File: config.mk
export PLATFORM = sky130hd
export DESIGN_NAME = linear_sched_flat
export DESIGN_NICKNAME = d
export VERILOG_FILES = /design/src/rtl/linear_pkg.sv /design/src/rtl/linear_sched_if.sv /design/src/rtl/linear_rr_arb.sv /design/src/rtl/linear_sched.sv /design/src/flat_wrapper.sv
export SDC_FILE = /design/constraint.sdc
export NUM_CORES = 1
export LEC_CHECK = 0
export BUFFER_PORTS_ARGS = -buffer_cell sky130_fd_sc_hd__buf_2
export CORE_ASPECT_RATIO = 0.5
export CORE_MARGIN = 2
export CORE_UTILIZATION = 47
export CTS_BUF_LIST = sky130_fd_sc_hd__clkbuf_4 sky130_fd_sc_hd__clkbuf_8 sky130_fd_sc_hd__clkbuf_16
export DETAILED_ROUTE_END_ITERATION = 12
export PLACE_DENSITY = 0.85
export RECOVER_POWER = 25
export SYNTH_ARGS = -nofsm -noshare
export SYNTH_HDL_FRONTEND = slang
export SYNTH_HIERARCHICAL = 1
export SYNTH_SLANG_ARGS = --single-unit
File: constraint.sdc
create_clock -name clk -period 4.15 [get_ports clk]
set_input_delay 0.415 -clock clk [delete_from_list [all_inputs] [get_ports clk]]
set_output_delay 0.415 -clock clk [all_outputs]
set_load 0.01 [all_outputs]
File: src/rtl/linear_pkg.sv
// Shared types and limits for the linear-engine scheduler.
package linear_pkg;

    typedef enum logic [2:0] {
        StIdle,
        StLaunch,
        StWait,
        StComplete,
        StErr
    } state_e;

    localparam int unsigned LIN_MAX_ROWS = 50;
    localparam int unsigned LIN_MAX_COLS = 20;
    localparam int unsigned LIN_ROW_W    = 6;
    localparam int unsigned LIN_COL_W    = 5;
    // Widest base address a job can carry; the top slices down to ADDR_W.
    localparam int unsigned LIN_BASE_W   = 32;

    typedef struct packed {
        logic [LIN_ROW_W-1:0]  rows;
        logic [LIN_COL_W-1:0]  cols;
        logic [LIN_BASE_W-1:0] in_base;
        logic [LIN_BASE_W-1:0] w_base;
        logic [LIN_BASE_W-1:0] out_base;
    } job_t;

    function automatic logic job_invalid(logic [LIN_ROW_W-1:0] rows, logic [LIN_COL_W-1:0] cols);
        return (rows == '0) || (cols == '0) ||
               (32'(rows) > LIN_MAX_ROWS) || (32'(cols) > LIN_MAX_COLS);
    endfunction

endpackage

File: src/rtl/linear_sched_if.sv
// Requester/engine bundle of the linear scheduler; slave = scheduler side.
interface linear_sched_if #(
    parameter int unsigned NUM_REQ = 3,
    parameter int unsigned ADDR_W  = 16
) ();
    import linear_pkg::*;

    logic [NUM_REQ-1:0]           req_valid;
    logic [NUM_REQ-1:0]           req_ready;
    logic [NUM_REQ*LIN_ROW_W-1:0] req_rows;
    logic [NUM_REQ*LIN_COL_W-1:0] req_cols;
    logic [NUM_REQ*ADDR_W-1:0]    req_in_base;
    logic [NUM_REQ*ADDR_W-1:0]    req_w_base;
    logic [NUM_REQ*ADDR_W-1:0]    req_out_base;
    logic                         eng_start;
    logic [LIN_ROW_W-1:0]         eng_rows;
    logic [LIN_COL_W-1:0]         eng_cols;
    logic [ADDR_W-1:0]            eng_in_base;
    logic [ADDR_W-1:0]            eng_w_base;
    logic [ADDR_W-1:0]            eng_out_base;
    logic                         eng_done;
    logic [NUM_REQ-1:0]           cmp_valid;

    modport slave (
        input  req_valid, req_rows, req_cols, req_in_base, req_w_base, req_out_base, eng_done,
        output req_ready, eng_start, eng_rows, eng_cols, eng_in_base, eng_w_base, eng_out_base,
               cmp_valid
    );

    modport master (
        output req_valid, req_rows, req_cols, req_in_base, req_w_base, req_out_base, eng_done,
        input  req_ready, eng_start, eng_rows, eng_cols, eng_in_base, eng_w_base, eng_out_base,
               cmp_valid
    );
endinterface

File: src/rtl/linear_rr_arb.sv
// Combinational round-robin pick: first valid requester at or after ptr_i.
module linear_rr_arb #(
    parameter int unsigned NUM_REQ = 3,
    parameter int unsigned IdxW    = 2
) (
    input  logic [NUM_REQ-1:0] valid_i,
    input  logic [IdxW-1:0]    ptr_i,
    output logic [NUM_REQ-1:0] gnt_o,
    output logic [IdxW-1:0]    idx_o,
    output logic               any_o
);
    int unsigned cand;

    always_comb begin
        gnt_o = '0;
        idx_o = '0;
        any_o = 1'b0;
        cand  = 0;
        for (int unsigned i = 0; i < NUM_REQ; i++) begin
            cand = (32'(ptr_i) + i) % NUM_REQ;
            if (!any_o && valid_i[cand]) begin
                any_o       = 1'b1;
                gnt_o[cand] = 1'b1;
                idx_o       = IdxW'(cand);
            end
        end
    end
endmodule

File: src/rtl/linear_sched.sv
// Round-robin scheduler sharing one linear engine among NUM_REQ requesters (ADDR_W <= 32).
// Optional watchdog/ERR state is built when LINEAR_SCHED_TIMEOUT_EN is defined.
module linear_sched
    import linear_pkg::*;
#(
    parameter int unsigned NUM_REQ     = 3,
    parameter int unsigned ADDR_W      = 16,
    parameter int unsigned TIMEOUT_CYC = 65535,
    localparam int unsigned IdxW       = (NUM_REQ > 1) ? $clog2(NUM_REQ) : 1
) (
    input  logic            clk,
    input  logic            rst_n,
    linear_sched_if.slave   bus,
    output logic [IdxW-1:0] grant_id,
    output logic            busy,
    output logic            err_timeout
);
    state_e             state_q, state_d;
    logic [IdxW-1:0]    rr_q, rr_d;
    logic [IdxW-1:0]    grant_q, grant_d;
    job_t               job_q, job_d, sel_job;
    logic [NUM_REQ-1:0] arb_gnt;
    logic [IdxW-1:0]    arb_idx;
    logic               arb_any;
`ifdef LINEAR_SCHED_TIMEOUT_EN
    logic [31:0]        wdog_q, wdog_d;
    logic               err_q, err_d;
`endif

    linear_rr_arb #(
        .NUM_REQ (NUM_REQ),
        .IdxW    (IdxW)
    ) u_arb (
        .valid_i (bus.req_valid),
        .ptr_i   (rr_q),
        .gnt_o   (arb_gnt),
        .idx_o   (arb_idx),
        .any_o   (arb_any)
    );

    always_comb begin
        sel_job          = '0;
        sel_job.rows     = bus.req_rows[arb_idx*LIN_ROW_W +: LIN_ROW_W];
        sel_job.cols     = bus.req_cols[arb_idx*LIN_COL_W +: LIN_COL_W];
        sel_job.in_base  = LIN_BASE_W'(bus.req_in_base[arb_idx*ADDR_W +: ADDR_W]);
        sel_job.w_base   = LIN_BASE_W'(bus.req_w_base[arb_idx*ADDR_W +: ADDR_W]);
        sel_job.out_base = LIN_BASE_W'(bus.req_out_base[arb_idx*ADDR_W +: ADDR_W]);
    end

    always_comb begin
        state_d = state_q;
        rr_d    = rr_q;
        grant_d = grant_q;
        job_d   = job_q;
`ifdef LINEAR_SCHED_TIMEOUT_EN
        wdog_d  = wdog_q;
        err_d   = err_q;
`endif
        unique case (state_q)
            StIdle: begin
                if (arb_any) begin
                    grant_d = arb_idx;
                    job_d   = sel_job;
                    // Out-of-range jobs are acknowledged without touching the engine.
                    state_d = job_invalid(sel_job.rows, sel_job.cols) ? StComplete : StLaunch;
                end
            end
            StLaunch: begin
                state_d = StWait;
`ifdef LINEAR_SCHED_TIMEOUT_EN
                wdog_d  = '0;
`endif
            end
            StWait: begin
                if (bus.eng_done) begin
                    state_d = StComplete;
                end
`ifdef LINEAR_SCHED_TIMEOUT_EN
                // Threshold lands err_timeout exactly TIMEOUT_CYC cycles after eng_start.
                else if (wdog_q + 32'd1 >= TIMEOUT_CYC - 32'd1) begin
                    state_d = StErr;
                    err_d   = 1'b1;
                end else begin
                    wdog_d = wdog_q + 32'd1;
                end
`endif
            end
            StComplete: begin
                state_d = StIdle;
                rr_d    = (grant_q == IdxW'(NUM_REQ - 1)) ? '0 : grant_q + 1'b1;
            end
            StErr:   state_d = StErr;
            default: state_d = StIdle;
        endcase
    end

    always_ff @(posedge clk or negedge rst_n) begin
        if (!rst_n) begin
            state_q <= StIdle;
            rr_q    <= '0;
            grant_q <= '0;
            job_q   <= '0;
`ifdef LINEAR_SCHED_TIMEOUT_EN
            wdog_q  <= '0;
            err_q   <= 1'b0;
`endif
        end else begin
            state_q <= state_d;
            rr_q    <= rr_d;
            grant_q <= grant_d;
            job_q   <= job_d;
`ifdef LINEAR_SCHED_TIMEOUT_EN
            wdog_q  <= wdog_d;
            err_q   <= err_d;
`endif
        end
    end

    assign bus.req_ready    = (state_q == StIdle) ? arb_gnt : '0;
    assign bus.eng_start    = (state_q == StLaunch);
    assign bus.cmp_valid    = (state_q == StComplete) ? (NUM_REQ'(1) << grant_q) : '0;
    assign bus.eng_rows     = job_q.rows;
    assign bus.eng_cols     = job_q.cols;
    assign bus.eng_in_base  = job_q.in_base[ADDR_W-1:0];
    assign bus.eng_w_base   = job_q.w_base[ADDR_W-1:0];
    assign bus.eng_out_base = job_q.out_base[ADDR_W-1:0];
    assign grant_id         = grant_q;
    assign busy             = (state_q != StIdle);
`ifdef LINEAR_SCHED_TIMEOUT_EN
    assign err_timeout      = err_q;
`else
    assign err_timeout      = 1'b0;
`endif

    if (ADDR_W < LIN_BASE_W) begin : g_unused_hi
        logic unused_hi;
        assign unused_hi = ^{job_q.in_base[LIN_BASE_W-1:ADDR_W], job_q.w_base[LIN_BASE_W-1:ADDR_W],
                             job_q.out_base[LIN_BASE_W-1:ADDR_W]};
    end
endmodule

File: src/flat_wrapper.sv
// flat-port wrapper written by rule: the top's interface ports become plain ports
module linear_sched_flat import linear_pkg::*;
#(
    parameter int unsigned NUM_REQ     = 3,
    parameter int unsigned ADDR_W      = 16,
    parameter int unsigned TIMEOUT_CYC = 65535,
    localparam int unsigned IdxW       = (NUM_REQ > 1) ? $clog2(NUM_REQ) : 1
)
  (clk, rst_n, grant_id, busy, err_timeout, bus_req_valid, bus_req_rows, bus_req_cols, bus_req_in_base, bus_req_w_base, bus_req_out_base, bus_eng_done, bus_req_ready, bus_eng_start, bus_eng_rows, bus_eng_cols, bus_eng_in_base, bus_eng_w_base, bus_eng_out_base, bus_cmp_valid);
  linear_sched_if #(.NUM_REQ(NUM_REQ), .ADDR_W(ADDR_W)) bus_i ();
  input  logic clk;
  input  logic rst_n;
  output logic [IdxW-1:0] grant_id;
  output logic busy;
  output logic err_timeout;
  input wire logic [$bits(bus_i.req_valid)-1:0] bus_req_valid;
  input wire logic [$bits(bus_i.req_rows)-1:0] bus_req_rows;
  input wire logic [$bits(bus_i.req_cols)-1:0] bus_req_cols;
  input wire logic [$bits(bus_i.req_in_base)-1:0] bus_req_in_base;
  input wire logic [$bits(bus_i.req_w_base)-1:0] bus_req_w_base;
  input wire logic [$bits(bus_i.req_out_base)-1:0] bus_req_out_base;
  input wire logic [$bits(bus_i.eng_done)-1:0] bus_eng_done;
  output wire logic [$bits(bus_i.req_ready)-1:0] bus_req_ready;
  output wire logic [$bits(bus_i.eng_start)-1:0] bus_eng_start;
  output wire logic [$bits(bus_i.eng_rows)-1:0] bus_eng_rows;
  output wire logic [$bits(bus_i.eng_cols)-1:0] bus_eng_cols;
  output wire logic [$bits(bus_i.eng_in_base)-1:0] bus_eng_in_base;
  output wire logic [$bits(bus_i.eng_w_base)-1:0] bus_eng_w_base;
  output wire logic [$bits(bus_i.eng_out_base)-1:0] bus_eng_out_base;
  output wire logic [$bits(bus_i.cmp_valid)-1:0] bus_cmp_valid;
  assign bus_i.req_valid = bus_req_valid;
  assign bus_i.req_rows = bus_req_rows;
  assign bus_i.req_cols = bus_req_cols;
  assign bus_i.req_in_base = bus_req_in_base;
  assign bus_i.req_w_base = bus_req_w_base;
  assign bus_i.req_out_base = bus_req_out_base;
  assign bus_i.eng_done = bus_eng_done;
  assign bus_req_ready = bus_i.req_ready;
  assign bus_eng_start = bus_i.eng_start;
  assign bus_eng_rows = bus_i.eng_rows;
  assign bus_eng_cols = bus_i.eng_cols;
  assign bus_eng_in_base = bus_i.eng_in_base;
  assign bus_eng_w_base = bus_i.eng_w_base;
  assign bus_eng_out_base = bus_i.eng_out_base;
  assign bus_cmp_valid = bus_i.cmp_valid;
  linear_sched #(.NUM_REQ(NUM_REQ), .ADDR_W(ADDR_W), .TIMEOUT_CYC(TIMEOUT_CYC)) u_core (.clk(clk), .rst_n(rst_n), .bus(bus_i), .grant_id(grant_id), .busy(busy), .err_timeout(err_timeout));
endmodule
==> impl_results.md <==
- Reg2reg end: u_core/state_q[1]
- Asr flop ratio synth: 1.000
- Die width: 136.7 um
- CTS tree: done
- Failing checks: max-capacitance violations, max-slew violations
- Clock Path Buffers: 2
- CP Data Arrival Time: 3740 ps
- Port bufs: 251
- Setup slack after placement: 692.5 ps
- Die height: 70.36 um
- Post-DRT Antenna Nets: 0
- Initial antenna violation count: 0
- Final net count: 891
- Post-CTS setup buffer count: 0
- First-pass GRT wire length: 19.09 mm
- Fraction of layout cells with a size suffix above 1: 0.4104
- Max Clock Freq: 285.0 MHz
- Hold depth: 3
- Min setup slack post-route: 641.3 ps
- Vias per cell: 5.142
- Register-to-Register Path Depth: 13
- Syn Nets: 659
- Hold Fails Final Rpt: 0
- VDD IR max: 0.0004321 V
- # rows: 24
- Pleak: 2.753 nW
- Fin crit share: 0.8455
- Die ar.: 0.009618 mm^2
- DP Wirelength: 9.311 mm
- Synth warn: 6
- Vias post-DR: 4247
- Inserted Clock Buffers: 9
- MaxCap Viol Count: 2
- FF-to-FF Start: u_core/rr_q[0]
- DR WL/cell: 14.75 um
- Io pins: 253
- Pins over their slew limit: 69
- Global-route usage over all layers: 0.2502
- Diode count: 0
- Core footprint: 0.008618 mm^2
- Status: finished with violations
- Crit path required time: 4390 ps
- CTS Sinks: 66
- Register area share after synthesis: 0.3990
- Minimum clock period: 3509 ps
- Hold buffer count at cts: 0
- Pwr dens: 848.3 mW/mm^2
- CP max FO: 20
- Placed cell areas: 0.005370 mm^2
- Worst-Skew Late Latency: 320 ps
- Clock Skew: 5.885 ps
- Syn_area_per_cell: 8.769 um^2
- CTS root buf: clkbuf_16
- DRC: 0
- Total Neg Setup Slack: 0 ps
- FF-to-FF setup slack: 640 ps
- Post-CTS sizing: 0
- Fillers: 724
- Final setup vio count: 0
- CP Capture Type: flop
- Post-synth EDFFs: 0
- RSZ-0062 raised after global routing: false
- Crit path launch: u_core/rr_q[0]
- Layout overhead on the synthesized area: 36.64%
- H-tree depth: 3
- Vias in the first global route: 3973
- Post-synth cell types: 48
- DRT iter0 DRCs: 289
- Largest net degree at the start of global routing: 62
- Setup crit end: u_core/state_q[1]
- Initial Utilization: 0.4803
- Critical path startpoint category: flop
- DRT Pass-1 Iters: 5
- Final Wtd Congestion: 0.8428
- Clock-pin transition on the worst setup and hold timing paths: 50 ps
- Post-route cell area: 0.005655 mm^2
- Total gr overflow: 0
- Worst Hold Class: input port to flop
- Slew @ Worst Pin: 1870 ps
- Mapped cell area: 0.004139 mm^2
- Seq cells post-synth: 66
- Final WL: 12.18 mm
- Crit path kind: flop to flop
- Relative slew slack: -0.2467
- Ys flop type: dfrtp_1
- Post-Syn Instances: 472
## placed cells by master (no fill, tap or decap), drive strengths merged, types with 3 or more instances in the layout
cell type  count
nor2         114
a211oi         3
mux2i         63
ha             4
buf          256
o21ai          3
a21oi        115
inv            6
dfrtp         66
o2bb2ai        4
nand2          7
mux2           7
nor3b          3
nand2b         3
clkbuf        17
nor3           4
and2           5
## worst min-delay path by stage
stage	slack (ps)	startpoint	to
2_1_floorplan	120	rst_n	u_core/bus.eng_cols[0]
3_3_place_gp	470	u_core/bus.eng_out_base[12]	u_core/bus.eng_out_base[12]
3_5_place_dp	500	u_core/bus.eng_out_base[12]	u_core/bus.eng_out_base[12]
4_1_cts	200	rst_n	u_core/bus.eng_w_base[12]
5_1_grt	390	bus_req_out_base[24]	u_core/bus.eng_out_base[8]
6_report	380	bus_req_w_base[24]	u_core/bus.eng_w_base[8]
## metal layers
metal	up-vias	global-route usage	share of wire
met3	19	0.05592	0.061
met5	-	0	0
met4	0	0.07523	0.016
met2	160	0.4250	0.50
met1	1961	0.3190	0.43
li1	2107	-	-
## power breakdown
group,switching (mW),internal (mW),leakage [nW]
Combinational,1.75,1.16,1.85
Clock,0.251,0.464,0.149
Sequential,0.188,0.980,0.749
## cell type report
| class | count | area (um^2) | area share |
|---|---|---|---|
| Tap cell | 117 | 146.4 | 0.02588 |
| Clock inverter | 2 | 10.01 | 0.001770 |
| Multi-Input combinational cell | 362 | 2233 | 0.3949 |
| Sequential cell | 66 | 1652 | 0.2920 |
| Clock buffer | 14 | 281.5 | 0.04978 |
| Timing Repair Buffer | 259 | 1310 | 0.2316 |
| Inverter | 6 | 22.52 | 0.003982 |
## logic make-up after synthesis
logic type | synth area share
AND/OR/NAND/NOR | 0.1496
AO/OA/AOI/OAI | 0.1944
multiplexers | 0.1774
flip-flops | 0.3990
buffers and inverters | 0.06650
adder cells (fa/ha/maj) | 0.01209
other | 0.0009060
## metrics by stage
step | total power [mW] | hold slack (ps) | utilization | cells
finish | 4.798 | 383.8 | 0.6562 | 826
global route | 5.181 | 390.8 | 0.6562 | 826
CTS | 4.798 | 195.8 | 0.6569 | 826
detailed placement | 4.061 | 495.9 | 0.6231 | 810
global placement | 3.966 | 472.7 | 0.6231 | 810
floorplan | 3.332 | 119.4 | - | 472
## state kept, by name, summed over array words and instances, names as in the netlist
signal	flops
u_core/bus.eng_in_base	16
u_core/rr_q	2
u_core/state_q	3
u_core/bus.eng_out_base	16
u_core/bus.eng_rows	6
u_core/grant_id	2
u_core/bus.eng_cols	5
u_core/bus.eng_w_base	16
## worst max-delay path, cell delays in order (launching register included)
cell and delay (ps):
dfrtp_1 390, inv_1 90, ha_1 470, inv_1 130, o31ai_1 270, a21oi_1 140, nor2_4 490, buf_4 430
mux2i_1 130, o2bb2ai_1 260, nand2_1 100, a211oi_2 220, a41oi_1 80, a41oi_2 210
## synthesized netlist by cell type (3+ instances only)
cell type,number,area share
a21oi_1,115,0.14
nor2_1,114,0.10
dfrtp_1,66,0.40
mux2i_1,61,0.15
buf_4,15,0.027
buf_2,11,0.013
mux2_2,7,0.019
nand2_1,7,0.0063
clkbuf_1,6,0.0054
inv_1,6,0.0054
and2_1,5,0.0076
buf_6,4,0.011
ha_1,4,0.012
o2bb2ai_1,4,0.0085
nand2b_1,3,0.0045
nor3_1,3,0.0036
nor3b_1,3,0.0054
o21ai_1,3,0.0036
No activity file was read; power rests on OpenSTA's default activity.
